$ cat src/rtl/usb_buffer_scheduler.sv
// usb_buffer_scheduler
// Arbitrates the shared endpoint data buffer between the AHB slave side and
// the USB TX encoder / RX decoder. It tracks which side owns the buffer, keeps
// the fill/drain pointers and occupancy count, launches TX packets, and issues
// the buffer write/read strobes with address and byte count.
//
// Ports:
//   clk, rst             - system clock (rising edge), async active-high reset
//   storeTxData          - AHB write of N = 1<<dataSize bytes this cycle
//   getRxData            - AHB read of N = 1<<dataSize bytes this cycle
//   dataSize             - AHB access size code (0:1, 1:2, 2:4 bytes)
//   txPacketSize         - number of bytes to transmit
//   txPacketSizeChanged  - launch request for a TX packet
//   txBytePop            - TX encoder consumes one byte
//   rxBytePush           - RX decoder delivers one byte
//   rxPacketDone         - end of received packet
//   flush                - discard buffer contents, return to idle
//   bufWrEn, bufRdEn     - buffer strobes (combinational)
//   bufAddr              - byte address of the access (combinational)
//   bufByteCount         - bytes in the access, 0 when no strobe (combinational)
//   ahbStall             - AHB access held off while USB owns the buffer
//   startTx, txDone      - registered one-cycle pulses around a TX packet
//   rxDataReady          - received packet waiting for the host to drain it
//   occupancy            - bytes currently held
//   errorFlag            - registered one-cycle pulse on any rejected event

module usb_buffer_scheduler #(
    parameter int BUF_BYTES = 64
) (
    input  logic                          clk,
    input  logic                          rst,
    input  logic                          storeTxData,
    input  logic                          getRxData,
    input  logic [1:0]                    dataSize,
    input  logic [$clog2(BUF_BYTES):0]    txPacketSize,
    input  logic                          txPacketSizeChanged,
    input  logic                          txBytePop,
    input  logic                          rxBytePush,
    input  logic                          rxPacketDone,
    input  logic                          flush,
    output logic                          bufWrEn,
    output logic                          bufRdEn,
    output logic [$clog2(BUF_BYTES)-1:0]  bufAddr,
    output logic [2:0]                    bufByteCount,
    output logic                          ahbStall,
    output logic                          startTx,
    output logic                          txDone,
    output logic                          rxDataReady,
    output logic [$clog2(BUF_BYTES):0]    occupancy,
    output logic                          errorFlag
);

    localparam int PTR_W = $clog2(BUF_BYTES);
    localparam int OCC_W = PTR_W + 1;
    localparam logic [OCC_W-1:0] FULL = OCC_W'(BUF_BYTES);
    localparam logic [OCC_W-1:0] ONE  = OCC_W'(1);

    typedef enum logic [2:0] {
        IDLE,
        HOST_FILL,
        TX_SEND,
        RX_RECV,
        HOST_DRAIN
    } state_t;

    state_t           state;
    logic [PTR_W-1:0] wr_ptr;
    logic [PTR_W-1:0] rd_ptr;
    logic [OCC_W-1:0] tx_remaining;

    logic [2:0]       ahb_bytes;
    logic [OCC_W-1:0] ahb_bytes_ext;
    logic             wr_ahb;
    logic             wr_usb;
    logic             rd_ahb;
    logic             rd_usb;
    logic             launch_ok;
    logic             reject;
    logic [OCC_W-1:0] wr_step;
    logic [OCC_W-1:0] rd_step;
    logic [OCC_W-1:0] occ_after;

    // AHB access size in bytes; code 3 is never presented.
    always_comb begin
        case (dataSize)
            2'd0:    ahb_bytes = 3'd1;
            2'd1:    ahb_bytes = 3'd2;
            default: ahb_bytes = 3'd4;
        endcase
    end

    assign ahb_bytes_ext = OCC_W'(ahb_bytes);

    // Decide which access is accepted this cycle and whether anything is
    // rejected. Flush overrides everything, so no strobe or error is raised
    // in the flush cycle. In HOST_FILL the launch check uses the pre-write
    // occupancy, so a simultaneous write cannot enable its own launch.
    always_comb begin
        wr_ahb    = 1'b0;
        wr_usb    = 1'b0;
        rd_ahb    = 1'b0;
        rd_usb    = 1'b0;
        launch_ok = 1'b0;
        reject    = 1'b0;
        ahbStall  = 1'b0;
        if (!flush) begin
            case (state)
                IDLE: begin
                    if (rxBytePush) begin
                        wr_usb   = 1'b1;
                        ahbStall = storeTxData;
                    end else if (storeTxData) begin
                        wr_ahb = 1'b1;
                    end
                    if (getRxData || txPacketSizeChanged) begin
                        reject = 1'b1;
                    end
                end
                HOST_FILL: begin
                    if (storeTxData) begin
                        if (occupancy + ahb_bytes_ext <= FULL) begin
                            wr_ahb = 1'b1;
                        end else begin
                            reject = 1'b1;
                        end
                    end
                    if (txPacketSizeChanged) begin
                        if (txPacketSize != '0 && txPacketSize <= occupancy) begin
                            launch_ok = 1'b1;
                        end else begin
                            reject = 1'b1;
                        end
                    end
                    if (rxBytePush || getRxData) begin
                        reject = 1'b1;
                    end
                end
                TX_SEND: begin
                    ahbStall = storeTxData || getRxData;
                    rd_usb   = txBytePop;
                    reject   = rxBytePush;
                end
                RX_RECV: begin
                    ahbStall = storeTxData || getRxData;
                    if (rxBytePush) begin
                        if (occupancy < FULL) begin
                            wr_usb = 1'b1;
                        end else begin
                            reject = 1'b1;
                        end
                    end
                end
                HOST_DRAIN: begin
                    if (getRxData) begin
                        if (ahb_bytes_ext <= occupancy) begin
                            rd_ahb = 1'b1;
                        end else begin
                            reject = 1'b1;
                        end
                    end
                    if (storeTxData || rxBytePush) begin
                        reject = 1'b1;
                    end
                end
                default: begin
                    reject = 1'b0;
                end
            endcase
        end
    end

    assign bufWrEn = wr_ahb || wr_usb;
    assign bufRdEn = rd_ahb || rd_usb;
    assign bufAddr = bufWrEn ? wr_ptr : (bufRdEn ? rd_ptr : '0);

    always_comb begin
        if (wr_ahb || rd_ahb) begin
            bufByteCount = ahb_bytes;
        end else if (wr_usb || rd_usb) begin
            bufByteCount = 3'd1;
        end else begin
            bufByteCount = 3'd0;
        end
    end

    assign wr_step   = wr_ahb ? ahb_bytes_ext : (wr_usb ? ONE : '0);
    assign rd_step   = rd_ahb ? ahb_bytes_ext : (rd_usb ? ONE : '0);
    assign occ_after = occupancy + wr_step - rd_step;

    // Ownership state machine with pointer/occupancy bookkeeping. Pointers
    // advance by default and the terminating transitions overwrite them with
    // zero so every packet starts at address 0.
    always_ff @(posedge clk or posedge rst) begin
        if (rst) begin
            state        <= IDLE;
            wr_ptr       <= '0;
            rd_ptr       <= '0;
            occupancy    <= '0;
            tx_remaining <= '0;
            startTx      <= 1'b0;
            txDone       <= 1'b0;
            rxDataReady  <= 1'b0;
            errorFlag    <= 1'b0;
        end else begin
            startTx   <= 1'b0;
            txDone    <= 1'b0;
            errorFlag <= reject;
            if (flush) begin
                state        <= IDLE;
                wr_ptr       <= '0;
                rd_ptr       <= '0;
                occupancy    <= '0;
                tx_remaining <= '0;
                rxDataReady  <= 1'b0;
            end else begin
                wr_ptr    <= wr_ptr + wr_step[PTR_W-1:0];
                rd_ptr    <= rd_ptr + rd_step[PTR_W-1:0];
                occupancy <= occ_after;
                case (state)
                    IDLE: begin
                        if (wr_usb) begin
                            state <= RX_RECV;
                        end else if (wr_ahb) begin
                            state <= HOST_FILL;
                        end
                    end
                    HOST_FILL: begin
                        if (launch_ok) begin
                            startTx      <= 1'b1;
                            tx_remaining <= txPacketSize;
                            rd_ptr       <= '0;
                            state        <= TX_SEND;
                        end
                    end
                    TX_SEND: begin
                        if (rd_usb) begin
                            if (tx_remaining == ONE) begin
                                // Last byte: anything written past the packet length is dropped.
                                txDone       <= 1'b1;
                                wr_ptr       <= '0;
                                rd_ptr       <= '0;
                                occupancy    <= '0;
                                tx_remaining <= '0;
                                state        <= IDLE;
                            end else begin
                                tx_remaining <= tx_remaining - ONE;
                            end
                        end
                    end
                    RX_RECV: begin
                        if (rxPacketDone) begin
                            if (occ_after != '0) begin
                                rxDataReady <= 1'b1;
                                state       <= HOST_DRAIN;
                            end else begin
                                wr_ptr    <= '0;
                                rd_ptr    <= '0;
                                occupancy <= '0;
                                state     <= IDLE;
                            end
                        end
                    end
                    HOST_DRAIN: begin
                        if (rd_ahb && occ_after == '0) begin
                            rxDataReady <= 1'b0;
                            wr_ptr      <= '0;
                            rd_ptr      <= '0;
                            state       <= IDLE;
                        end
                    end
                    default: begin
                        state <= IDLE;
                    end
                endcase
            end
        end
    end

endmodule
$ cat config.mk
export PLATFORM = sky130hd
export DESIGN_NAME = usb_buffer_scheduler
export DESIGN_NICKNAME = d
export VERILOG_FILES = /design/src/rtl/usb_buffer_scheduler.sv
export SDC_FILE = /design/constraint.sdc
export NUM_CORES = 1
export LEC_CHECK = 0
export ABC_AREA = 1
export CAP_MARGIN = 25
export CORE_MARGIN = 3
export CORE_UTILIZATION = 50
export DETAILED_ROUTE_END_ITERATION = 7
export PLACE_DENSITY = 0.8
export REMOVE_ABC_BUFFERS = 1
export SETUP_SLACK_MARGIN = 0.4
export SLEW_MARGIN = 40
export SYNTH_ARGS = -nofsm -noshare
export SYNTH_HDL_FRONTEND = slang
export SYNTH_SLANG_ARGS = --single-unit
$ cat constraint.sdc
create_clock -name clk -period 5.3 [get_ports clk]
set_input_delay 1.06 -clock clk [delete_from_list [all_inputs] [get_ports clk]]
set_output_delay 1.06 -clock clk [all_outputs]
set_load 0.01 [all_outputs]
[Yosys cells after proc, flatten, opt, wreduce, memory -nomap -nowiden]
Index checks and enable logic that the tools add are counted.
Widths: inputs -> output; s select.
Storage, ports and cells
  output and inout bits: 23
  word-level logic and storage cells: 147
  register bits after elaboration: 33
  input port bits: 18
Operators by class
  reduce and logical (&&, ||, !) cells: 21
  $add $sub $neg: 6
  equality and inequality tests: 13
  multiplexer cells: 94
  $lt $le $gt $ge: 4
Operator list (number)
  $mux 6: 15
  $mux 7: 9
  $mux 1: 47
  $mux 3: 12
  $pmux 7 s2: 2
  $pmux 6 s4: 1
  $ne 3x3->1 const B: 6
  $pmux 6 s3: 1
  $pmux 3 s5: 1
  $add 7x3->7: 2
  $reduce_bool 7->1: 2
  $add 6x3->6: 2
  $logic_or 1x1->1: 8
  $pmux 1 s2: 4
  $eq 7x1->1 const B: 1
  $le 3x7->1: 1
  $le 7x7->1: 1
  $le 7x7->1 const B: 1
  $logic_not 7->1: 1
  $lt 7x7->1 const B: 1
  $sub 7x1->7 const B: 1
  $sub 7x3->7: 1
  $eq 3x2->1 const B: 2
  $pmux 3 s2: 1
  13 further kinds: 15

[Logic depth before layout (Yosys ltp)]
Gate-level depths: netlist of the first run.
  depth after elaboration: 16
  mapped depth: 38
  mapped depth without buffers: 38

[Least setup slack after synthesis of the first run]
OpenSTA, ideal clock, no wires.
  path kind: input port to flip-flop
  start: input dataSize[1]
  end: register rd_ptr[5]
  setup slack: 0.496 ns
  buffers on the path: 0
  data arrival time: 4.683 ns
  library setup time: 0.121 ns
  stages: 28
  data required time: 5.179 ns
  cell sequence: nor2_1 ha_1 ha_1 or2_2 nor2_1 nand2_1 nor2_1 nand3_1 nand2_1 nand2_2 nand2_4 nand2_4 nor2_2 inv_1 fa_1 fa_1 inv_1 nand3_1 nand2_1 nand2_1 nand2_1 nand3b_4 nor2_4 nand3_2 nand2_1 o211ai_2 nor2_4 nor2_1
Between the ends
  longest elaborated chain between the ends: 16
  elaborated cells between the ends (all ways): 30
  those cells by class: 4 x add/sub; 2 x order compare; 1 x eq/ne; 19 x mux; 4 x reduce/logical
Ends and longest elaborated chain
  from (decl): RTL line 34  | input logic [1:0] dataSize,
  $eq 2x1->1 or $logic_not 2->1 (tied branches): RTL line 85  | case (dataSize)
  $pmux 3 s2 *: RTL line 85
  $add 7x3->7: RTL line 121  | if (occupancy + ahb_bytes_ext <= FULL) begin
  $le 7x7->1: RTL line 121
  $mux 1: RTL line 121
  $mux 1: RTL line 120  | if (storeTxData) begin
  $pmux 1 s2: RTL line 107  | case (state)
  $mux 1: RTL line 106  | if (!flush) begin
  $mux 3: RTL line 186  | assign wr_step = wr_ahb ? ahb_bytes_ext : (wr_usb ? ONE : '0);
  $add 7x3->7: RTL line 188  | assign occ_after = occupancy + wr_step - rd_step;
  $sub 7x3->7: RTL line 188
  $reduce_bool 7->1 or $logic_not 7->1 (tied branches): RTL line 252, 264
  $mux 6 or $logic_and 1x1->1 (tied branches): RTL line 252, 264
  $mux 6 (on tied branches): RTL line 251, 264
  $pmux 6 s4 *: RTL line 219  | case (state)
  $mux 6 *: RTL line 208  | if (flush) begin
  to (signal assigned): RTL line 217  | rd_ptr <= rd_ptr + rd_step[PTR_W-1:0];
  to (decl): RTL line 68  | logic [PTR_W-1:0] rd_ptr;
Every way passes the cells marked *; elsewhere a longest branch is shown, timed or not.
A chain may end at the register's enable or synchronous reset.

[Worst setup path after layout of the first run]
  start: input dataSize[0]
  end: register rd_ptr[5]
The elaborated chain is that of the path after synthesis.

==> run metrics, run 1 <==
clk slew on worst S/H paths=around 0.07 ns; Post-synth EDFFs=0; Seq/Total Area, Yosys=0.267; Setup CP Type=in2reg; WHS Path Cells=2; height of the die=84.7 um; Initial Utilization=0.520; WP data required=5.48 ns; core area=~0.0060 mm2; FF-to-FF Start=occupancy[1]; first-pass GRT wire length=15800 um; Worst Reg-to-Reg Cells=29; die area=about 0.0072 mm2; capturing point of the worst reg2reg path=rd_ptr[5]; Post-synth ARST share=1.00; final setup skew=0.00650 ns; largest net degree at the start of global routing=34; Mapped Cells=around 440; synth unique cells=35; Peak VDD IR=0.000264 V; Worst Path Buf+Inv=4; WP data arrival=around 5 ns; Root Driver=clkbuf_8; nature of the critical path endpoint=flip-flop; Pwr per Cell Area=536 mW/mm2; top_reg_cell synth=dfrtp_1; Max clock buf depth=2; Final nets=597; CP Launch Type=primary input; Area contributors post-synth=dfrtp_1, ha_1, nand2_1; aggregate global routing overflow=0; RSZ-0062 raised after global routing=no; status=finished clean; Top delay family on crit path=simple AND/OR/NAND/NOR gates; GPL Wtd Cong=about 0.9; ANT cells=0; slew margin rel.=0.611; Yosys reg bits=33; Hold/Removal Path Class=reg2reg; synth warn=0; I/O Pins=41; Worst-Margin Slew=approximately 0.58 ns; CTS buffer count=5; Hold Path Origin=rxDataReady; hold_ws=0.516 ns; DRC viols=0; highest clock rate=208 MHz; Clock Latency Late Sink=0.29 ns; Routed WL=10200 um; Max Cap Viol=0; max-slew violations=0; Total Routing Usage GR=0.275; vias in the first global route=3388; Leakage=0.00215 uW; crit path time final=~4.8 ns; Yosys top cell by area=dfrtp_1; endpoints failing setup=0; vias per cell=5.60; vias=3458; total power=2280 uW; row count=28; number of antenna violations at the first check in global routing=0; commonest non-fill, non-tap cell in the layout=nand2_1; Crit-path slowest cell=fa_1; drt pass-1 iters=5; Area growth, synth to finish=37.6%; routed len/inst=16.5 um; most frequent cells in the layout=nand2_1, inv_1, buf_4; period utilization=0.909; TritonCTS clock tree=yes; Sink Count=33; Clock H-tree levels=2; Hold Vio Cnt, Final=0; hold endpoint=rxDataReady; # port buffers=40; Critical Path Fanout Max=6; Syn Area/Cell=~7 um2; Final Core Density=0.716; R2R setup slack=0.83 ns; DRT antenna net count=0; layout cells sized above 1=0.243; Post-Syn Area=0.00310 mm2; DP Wirelength=~6600 um; detailed router's first-iteration violation count=245; Worst path max stage delay=0.48 ns; area fraction of the dominant cell type after synthesis=0.267; DIE WIDTH=84.7 um
==> registers in the layout, summed over array words and instances (netlist names) <==
register	count
startTx	1
rxDataReady	1
rd_ptr	6
occupancy	7
txDone	1
tx_remaining	7
state	3
errorFlag	1
wr_ptr	6
==> where the power goes <==
part	total, uW	switching, uW	internal, uW
combinational	1620	913	712
sequential	402	78.0	324
clock	258	105	154
total	2280	1100	1190
==> worst reg2reg max path: cells and delay by family (launching register included) <==
kind                     cells  cell delay (ns)
adder cells (fa/ha/maj)      3             1.09
AND/OR/NAND/NOR             21             2.21
buffers and inverters        3             0.24
XOR/XNOR                     1             0.21
AO/OA/AOI/OAI                1             0.10
flip-flops                   1             0.49
==> per-layer routing <==
layer / wire length [um] / up-vias / track usage
met5: 0 / - / 0
met4: 402 / 0 / 0.121
met3: 612 / 41 / 0.0491
met2: 5060 / 160 / 0.463
met1: 4100 / 1634 / 0.345
li1: - / 1623 / -
==> layout make-up <==
cell class | count | area, um2
clock buffers | 7 | 86.3
clock inverters | 1 | 30.0
fillers | 441 | 1690
inverters | 71 | 269
multi-input cells | 335 | 2140
flip-flops and latches | 33 | 826
well taps | 75 | 93.8
repair buffers | 96 | 823
==> worst max-delay path by stage <==
stage                      startpoint   endpoint  slack (ns)  cells after the start
final                     dataSize[0]  rd_ptr[5]        0.48                     30
after floorplan           dataSize[1]  rd_ptr[5]        0.48                     28
after global placement    dataSize[1]  wr_ptr[2]       -0.14                     27
after CTS                 dataSize[1]  wr_ptr[2]        0.41                     31
after detailed placement  dataSize[1]  rd_ptr[1]       -0.26                     27
after global routing      dataSize[1]  rd_ptr[5]        0.25                     31
==> logic make-up after synthesis <==
| logic type | count (synthesis) | share of synthesized area |
|---|---|---|
| fa+ha+maj | 37 | 0.162 |
| flops | 33 | 0.267 |
| buf+inv | 76 | 0.0929 |
| xor+xnor | 8 | 0.0226 |
| simple gates | 229 | 0.348 |
| compound gates | 61 | 0.109 |
==> what timing repair did <==
| item | in CTS | in global routing |
|---|---|---|
| setup buffers | 22 | 5 |
| endpoints found under the setup margin | 25 | 26 |
| gates resized for setup | 15 | 37 |
| hold buffers | 0 | 0 |
| pin swaps | 9 | 21 |
==> synth_stat cells, types with 2 or more instances <==
cell type / count
nand2_1: 97
inv_1: 64
nor2_1: 53
dfrtp_1: 33
nand3_1: 33
ha_1: 32
a21oi_1: 25
o21ai_0: 16
nand4_1: 10
nand2_2: 8
inv_2: 7
nor3_1: 7
xor2_1: 7
o21ai_1: 6
fa_1: 5
nor2_4: 5
o22ai_1: 5
a31oi_1: 4
nor2_2: 4
or2_2: 4
buf_2: 2
clkbuf_1: 2
nand2_4: 2
nand3_2: 2
==> metrics by stage <==
step                      area [um2]  setup TNS, ns  cells  worst slack (ns)
after floorplan                 3080              0    439             0.480
after global placement          3790          -1.89    583            -0.137
after detailed placement        3790          -3.67    583            -0.260
after CTS                       4100              0    613             0.410
after global routing            4260              0    618             0.248
final                           4260              0    618             0.481
Note: power is estimated with default switching activity, not from simulation.
==> run 2, diff against run 1 <==
Settings changed: HOLD_SLACK_MARGIN set to 0.05.
==> results of run 2 <==
The final DEF is identical to that of run 1; final timing and power are the same.
